File: src/rtl/de10_lite_alu_wrapper.sv
// DE10-Lite board top: 4-bit ALU on the switches, Key1 steps ADD/SUB/AND/OR,
// operands, mode and result shown on active-low seven-segment displays.
module de10_lite_alu_wrapper (
   input  logic       clk_50MHz,
   input  logic       Key0,
   input  logic [3:0] switchSetA,
   input  logic [3:0] switchSetB,
   input  logic       carryInSwitch,
   input  logic       Key1,
   output logic [3:0] modeLEDs,
   output logic [7:0] Hex0,
   output logic [7:0] Hex1,
   output logic [7:0] Hex2,
   output logic [7:0] Hex3,
   output logic [7:0] Hex4
);

   typedef enum logic [1:0] {
      MODE_ADD = 2'd0,
      MODE_SUB = 2'd1,
      MODE_AND = 2'd2,
      MODE_OR  = 2'd3
   } mode_t;

   mode_t      mode;
   logic       key1_meta;
   logic       key1_sync;
   logic       key1_prev;
   logic       key1_armed;
   logic [1:0] sync_fill;
   logic       key1_fall;
   logic [4:0] result;

   // {dp,g,f,e,d,c,b,a}, active-low, decimal point kept dark
   function automatic logic [7:0] seg7(input logic [3:0] digit);
      case (digit)
         4'h0: seg7 = 8'hC0;
         4'h1: seg7 = 8'hF9;
         4'h2: seg7 = 8'hA4;
         4'h3: seg7 = 8'hB0;
         4'h4: seg7 = 8'h99;
         4'h5: seg7 = 8'h92;
         4'h6: seg7 = 8'h82;
         4'h7: seg7 = 8'hF8;
         4'h8: seg7 = 8'h80;
         4'h9: seg7 = 8'h90;
         4'hA: seg7 = 8'h88;
         4'hB: seg7 = 8'h83;
         4'hC: seg7 = 8'hC6;
         4'hD: seg7 = 8'hA1;
         4'hE: seg7 = 8'h86;
         default: seg7 = 8'h8E;
      endcase
   endfunction

   // A press only counts once the synchronizer has seen the key released
   // after reset, so a key held low through reset release never steps.
   assign key1_fall = key1_armed & key1_prev & ~key1_sync;

   always_comb begin
      // NOTE: default assignment first so no path through the case infers a latch.
      result = 5'd0;
      case (mode)
         MODE_ADD: result = {1'b0, switchSetA} + {1'b0, switchSetB} + {4'd0, carryInSwitch};
         MODE_SUB: result = {1'b0, switchSetA} - {1'b0, switchSetB} - {4'd0, carryInSwitch};
         MODE_AND: result = {1'b0, switchSetA & switchSetB};
         default:  result = {1'b0, switchSetA | switchSetB};
      endcase
   end

   // NOTE: every register here uses <= so all of them sample pre-edge values,
   // which is what makes the synchronizer chain behave as a shift register.
   always_ff @(posedge clk_50MHz) begin
      if (!Key0) begin
         mode       <= MODE_ADD;
         modeLEDs   <= 4'b0001;
         key1_meta  <= 1'b1;
         key1_sync  <= 1'b1;
         key1_prev  <= 1'b1;
         key1_armed <= 1'b0;
         sync_fill  <= 2'b00;
         Hex0       <= 8'hFF;
         Hex1       <= 8'hFF;
         Hex2       <= 8'hFF;
         Hex3       <= 8'hFF;
         Hex4       <= 8'hFF;
      end else begin
         key1_meta <= Key1;
         key1_sync <= key1_meta;
         key1_prev <= key1_sync;
         sync_fill <= {sync_fill[0], 1'b1};
         if (sync_fill[1] && key1_sync)
            key1_armed <= 1'b1;
         if (key1_fall)
            mode <= mode_t'(mode + 2'd1);
         modeLEDs <= 4'b0001 << mode;
         Hex0     <= seg7(result[3:0]);
         Hex1     <= seg7({3'b000, result[4]});
         Hex2     <= seg7({2'b00, mode});
         Hex3     <= seg7(switchSetB);
         Hex4     <= seg7(switchSetA);
      end
   end

endmodule

File: config.mk
export PLATFORM = sky130hd
export DESIGN_NAME = de10_lite_alu_wrapper
export DESIGN_NICKNAME = d
export VERILOG_FILES = /design/src/rtl/de10_lite_alu_wrapper.sv
export SDC_FILE = /design/constraint.sdc
export NUM_CORES = 1
export LEC_CHECK = 0
export ABC_AREA = 1
export BUFFER_PORTS_ARGS = -buffer_cell sky130_fd_sc_hd__buf_4
export CORE_ASPECT_RATIO = 0.8
export CORE_UTILIZATION = 30
export CTS_BUF_LIST = sky130_fd_sc_hd__clkbuf_8
export CTS_CLUSTER_SIZE = 8
export DETAILED_ROUTE_END_ITERATION = 12
export SYNTH_ARGS = -nofsm -noshare
export SYNTH_HDL_FRONTEND = slang
export SYNTH_SLANG_ARGS = --single-unit
File: constraint.sdc
create_clock -name clk_50MHz -period 2.24 [get_ports clk_50MHz]
set_input_delay 0.336 -clock clk_50MHz [delete_from_list [all_inputs] [get_ports clk_50MHz]]
set_output_delay 0.336 -clock clk_50MHz [all_outputs]
set_load 0.05 [all_outputs]
# After elaboration in Yosys (flattened, before gate mapping)
# Memory sizes are Yosys's and may differ from the RTL's. A register that Yosys moved wholly into a read port is not among the register bits.
# Index checks and enable logic that the tools add are counted.
[totals]
output_inout_bits = 44
mem_count = 3
romBits = 336
register_bits = 52
[op_classes]
eq_ne = 3
bitwise = 6
n_shift = 1
reduce_logical = 5
n_addsub = 5
mux = 4
[memory_table]
columns = ["memory", "depth", "word_bits", "read_ports", "rd_ports_with_merged_regs", "wr", "line", "text"]
rows = [
  ["(name not given)", 16, 7, 1, 1, 0, "36", "case (digit)"],
  ["(name not given)", 16, 7, 1, 1, 0, "36", ""],
  ["(name not given)", 16, 7, 1, 1, 0, "36", ""],
]
[op_table]
columns = ["op", "n"]
rows = [
  ["one-hot mux 8 bit (4 select lines)", 1],
  ["one-hot mux 8 bit (2 select lines)", 1],
  ["one-hot mux 5 bit (3 select lines)", 1],
  ["adder 4 x 4 -> 5 bit", 1],
  ["adder 5 x 1 -> 5 bit", 1],
  ["subtractor 4 x 4 -> 5 bit", 1],
  ["subtractor 5 x 1 -> 5 bit", 1],
  ["AND 4 bit", 1],
  ["equality test 2 bit (second input constant)", 2],
  ["OR 4 bit", 1],
  ["<< shifter 1 x 2 -> 4 bit (first input constant)", 1],
  ["zero test 1 bit", 3],
  ["adder 2 x 1 -> 2 bit (second input constant)", 1],
  ["AND 1 bit", 2],
  ["equality test 2 x 1 -> 1 bit (second input constant)", 1],
  ["zero test 2 bit", 1],
  ["NOT 1 bit", 2],
  ["logical AND 1 bit", 1],
  ["2-to-1 mux 1 bit", 1],
]

# Longest topological paths before layout
[logic_depth]
depth_word = 5
ltp_mapped = 13
depth_no_buf = 13

# Least setup slack after synthesis
# No wires, ideal clock.
[synth_path]
kind = "input -> register"
start = "in switchSetB[0]"
end = "reg Hex0[3]"
t_required_ns = 2.111
path_slack_ns = -0.186
path_buffers = 0
stages = 12
t_arrival_ns = 2.297
path_cell_list = "inv_1 > fa_1 > fa_1 > nand2_1 > o21ai_1 > o21ai_1 > inv_2 > ha_1 > nand3_1 > nand2_1 > nand3_1 > nand3_1"
[synth_via]
elab_chain_len = 3
[synth_lines]
columns = ["element", "line", "text"]
rows = [
  ["start, declared", "7", "input logic [3:0] switchSetB,"],
  ["subtractor 4 x 4 -> 5 bit / adder 4 x 4 -> 5 bit (equally long branches)", "65, 64", ""],
  ["subtractor 5 x 1 -> 5 bit / adder 5 x 1 -> 5 bit (equally long branches)", "65, 64", ""],
  ["one-hot mux 5 bit (3 select lines) *", "63", "case (mode)"],
  ["end, declared", "11", "output logic [7:0] Hex0,"],
]
# Mark *: on every way between the ends. The rest lies on a longest branch, timed or not.
# A chain may end at the register's enable or synchronous reset.

# Worst setup path in the final report
# Same ends and word-level chain as after synthesis.

==> qor.csv <==
metric,value,unit
grt_pass1_vias,1951,
drt_iter0_markers,158,
startpoint,switchSetB[0],
synth_xor_area_frac,0.00356,
synth-edff-count,0,
multi_input_area,0.00142,sq mm
fmax,473,MHz
rows,29,
intPower,1.39,mW
drc,0,
synth_top_family_by_area,simple AND/OR/NAND/NOR gates,
io_buffers,49,
p_per_area,701,mW/mm^2
synthAdderAreaFrac,0.221,
grt_use_total,0.134,
io_pins,56,
seq_area,801,sq um
min_path_type,in2reg,
critical-path-top-delay-family,adder cells,
pwr-share-clk,0.280,
core,0.00795,sq mm
grt_overflow,0,
dp_cells,467,
synth.area.mux_share,0,
synth_seq_cells,40,
fin_crit_sh,0.943,
finalNonFillerCells,476,
setup_violations,0,
drt-total-wl,5.46,mm
place_congestion,0.906,
antenna_found_initial,0,
r2r_slack,0.22,ns
end_kind,register,
hpwl,4.30,mm
critPathBufInv,3,
timing.hold.ws,0.229,ns
grt_first_pass_wirelength,9.05,mm
timing.critical_path.depth,13,
crit_path_start_kind,input pin,
worstPathArrival,2.28,ns
worstSetupEndpoint,Hex0[3],
dieArea,0.00857,sq mm
numCtsBuffers,5,
switching_power,793,uW
sw_frac_of_total,0.363,
seqPwrFrac,0.362,
syn_inst,311,
final_cell_area,0.00311,sq mm
power,2.18,mW
async_reset_ff_frac,0,
worstReg2RegEnd,Hex0[3],
leakage,1.55,nW
wl_per_cell,11.5,um
synth_area,0.00246,sq mm
ys.flop_type,dfxtp_1,
vias,2127,
synth_area_per_cell,7.91,sq um
cts_sinks,40,
worstReg2RegStart,mode[0],
p_comb_frac,0.358,
clockBufferDepth,2,
ys_types,36,
holdBufCountCts,0,
cts.reportedPaths.clkPinSlew,0.08,ns
synth_seq_area_share,0.326,
worstPathRequired,2.41,ns
crit_path_max_fanout,5,
period_minus_slack,2.11,ns
n_fill_cell,796,
critPathKind,in2reg,
drtPass1Iterations,5,
maxSlewViolCount,0,
die_h,83.0,um
yosysWarnings,0,
finalNetCount,420,
htree_levels,2,
final.setup_skew,0.00470,ns
start_util,0.310,
placed_area,0.00299,sq mm
slowest_delay,0.43,ns
hold_violations,0,
cp_slowest_cell,fa_1,
root_buffer,clkbuf_8,
drive_above_1_share,0.253,
fp.dieW,103,um
crit_chain,buf_4 -> clkinvlp_4 -> fa_2 -> fa_1 -> nand2_1 -> o21ai_1 -> o21ai_2 -> inv_2 -> ha_4 -> nand3_2 -> nand2_1 -> nand3_1 -> nand3_1,
reg2reg_depth,11,
vias_per_cell,4.47,
clkLatencyLatePin,0.29,ns
antenna_left,0,
run_status,completed,
maxCapViolCount,0,
vdd_drop_max,285,uV
synth-simple-area-share,0.225,
syn_to_final_growth,26.6,%
synth_compound_area_frac,0.106,
rsz0062_at_grt,no,
grt_max_degree,31,
cts_tree,yes,
antenna_cells,0,
[layout by cell type, fill, tap and decap left out, types with 2 or more instances in the layout]
master / Yosys / routed
o2111ai_1: 2 / 2
nand2_1: 62 / 62
clkinv_1: 3 / 3
o21ai_1: 5 / 5
nor3_1: 2 / 2
ha_1: 37 / 34
buf_4: 12 / 65
fa_1: 4 / 3
ha_2: 0 / 2
nand3_1: 33 / 32
clkbuf_8: 0 / 6
inv_1: 34 / 33
nand3_2: 4 / 5
o211ai_1: 2 / 2
nor2_1: 15 / 15
o21ai_0: 14 / 13
a21oi_1: 13 / 13
conb_1: 1 / 6
dfxtp_1: 40 / 40
a31oi_1: 2 / 2
or2_2: 3 / 3
nand2_2: 2 / 2
[state kept, by name, summed over array words and instances (netlist names)]
| name | flops |
|---|---|
| Hex0 | 7 |
| Hex1 | 2 |
| Hex2 | 5 |
| Hex3 | 7 |
| Hex4 | 7 |
| key1_armed | 1 |
| key1_meta | 1 |
| key1_prev | 1 |
| key1_sync | 1 |
| mode | 2 |
| modeLEDs | 4 |
| sync_fill | 2 |
[worst register-to-register path: stages (launching register included)]
cell     delay, ns
dfxtp_1       0.44
inv_1         0.12
ha_1          0.32
nand2_1       0.10
nand2_1       0.09
o21ai_2       0.27
inv_2         0.11
ha_4          0.18
nand3_2       0.08
nand2_1       0.06
nand3_1       0.06
nand3_1       0.08
[power by group through the flow]
stage | clock, mW | combinational [mW] | sequential [mW]
after floorplan | 0 | 0.382 | 0.993
after global placement | 0 | 0.766 | 0.806
after detailed placement | 0 | 0.773 | 0.807
after CTS | 0.625 | 0.775 | 0.790
after global routing | 0.659 | 0.857 | 0.797
final | 0.612 | 0.781 | 0.789
[cell usage after synthesis, types with 3 or more instances]
| master | instances | share of area |
|---|---|---|
| fa_1 | 4 | 0.033 |
| clkbuf_1 | 3 | 0.0046 |
| o21ai_0 | 14 | 0.028 |
| clkinv_1 | 3 | 0.0046 |
| buf_4 | 12 | 0.037 |
| ha_1 | 37 | 0.19 |
| nand2_1 | 62 | 0.095 |
| nand3_2 | 4 | 0.016 |
| a21oi_1 | 13 | 0.026 |
| or2_2 | 3 | 0.0076 |
| o21ai_1 | 5 | 0.010 |
| dfxtp_1 | 40 | 0.33 |
| nand3_1 | 33 | 0.067 |
| inv_1 | 34 | 0.052 |
| nor2_1 | 15 | 0.023 |
[routing by layer]
layer	global-route usage	share of wire
met1	0.196	0.52
met2	0.201	0.44
met3	0.0236	0.036
met4	0.0384	0.011
met5	0	0
[logic make-up (layout without fill, tap and decap cells)]
logic type	after synthesis	in the layout
AOI/OAI and AO/OA	45	45
adders and majority gates	41	41
and+or+nand+nor	123	123
xor gates and xnor gates	1	1
DFF	40	40
buffers and inverters	60	112
other	1	6
[how the worst min path moves through the flow]
stage                      start            to  cells past startpoint
floorplan                   Key0  sync_fill[0]                      0
global placement    sync_fill[0]  sync_fill[1]                      2
detailed placement     key1_meta     key1_sync                      1
CTS                         Key1     key1_meta                      2
global route                Key1     key1_meta                      2
finish                      Key1     key1_meta                      2
[layout make-up]
cell class / instances / share of cell area
Multi-Input combinational cell: 216 / 0.455
Sequential cell: 40 / 0.257
Timing Repair Buffer: 65 / 0.157
Inverter: 39 / 0.0490
Tap cell: 108 / 0.0434
Clock buffer: 6 / 0.0265
Clock inverter: 2 / 0.0125
[what timing repair did]
item | 4_1_cts | 5_1_grt
setup endpoints to repair | 0 | 6
gates resized for setup | 0 | 2
endpoints found under the hold margin | 0 | 0
setup buffers | 0 | 1
[per-stage QoR]
stage                     worst slack, ns  utilization  TNS [ns]
after floorplan                   -0.0483            -    -0.153
after global placement             -0.203        0.376     -1.23
after detailed placement           -0.266        0.376     -1.66
after CTS                          0.0314        0.391         0
after global routing              0.00601        0.392         0
final                               0.127        0.392         0
Power figures use the tool's default switching activity.
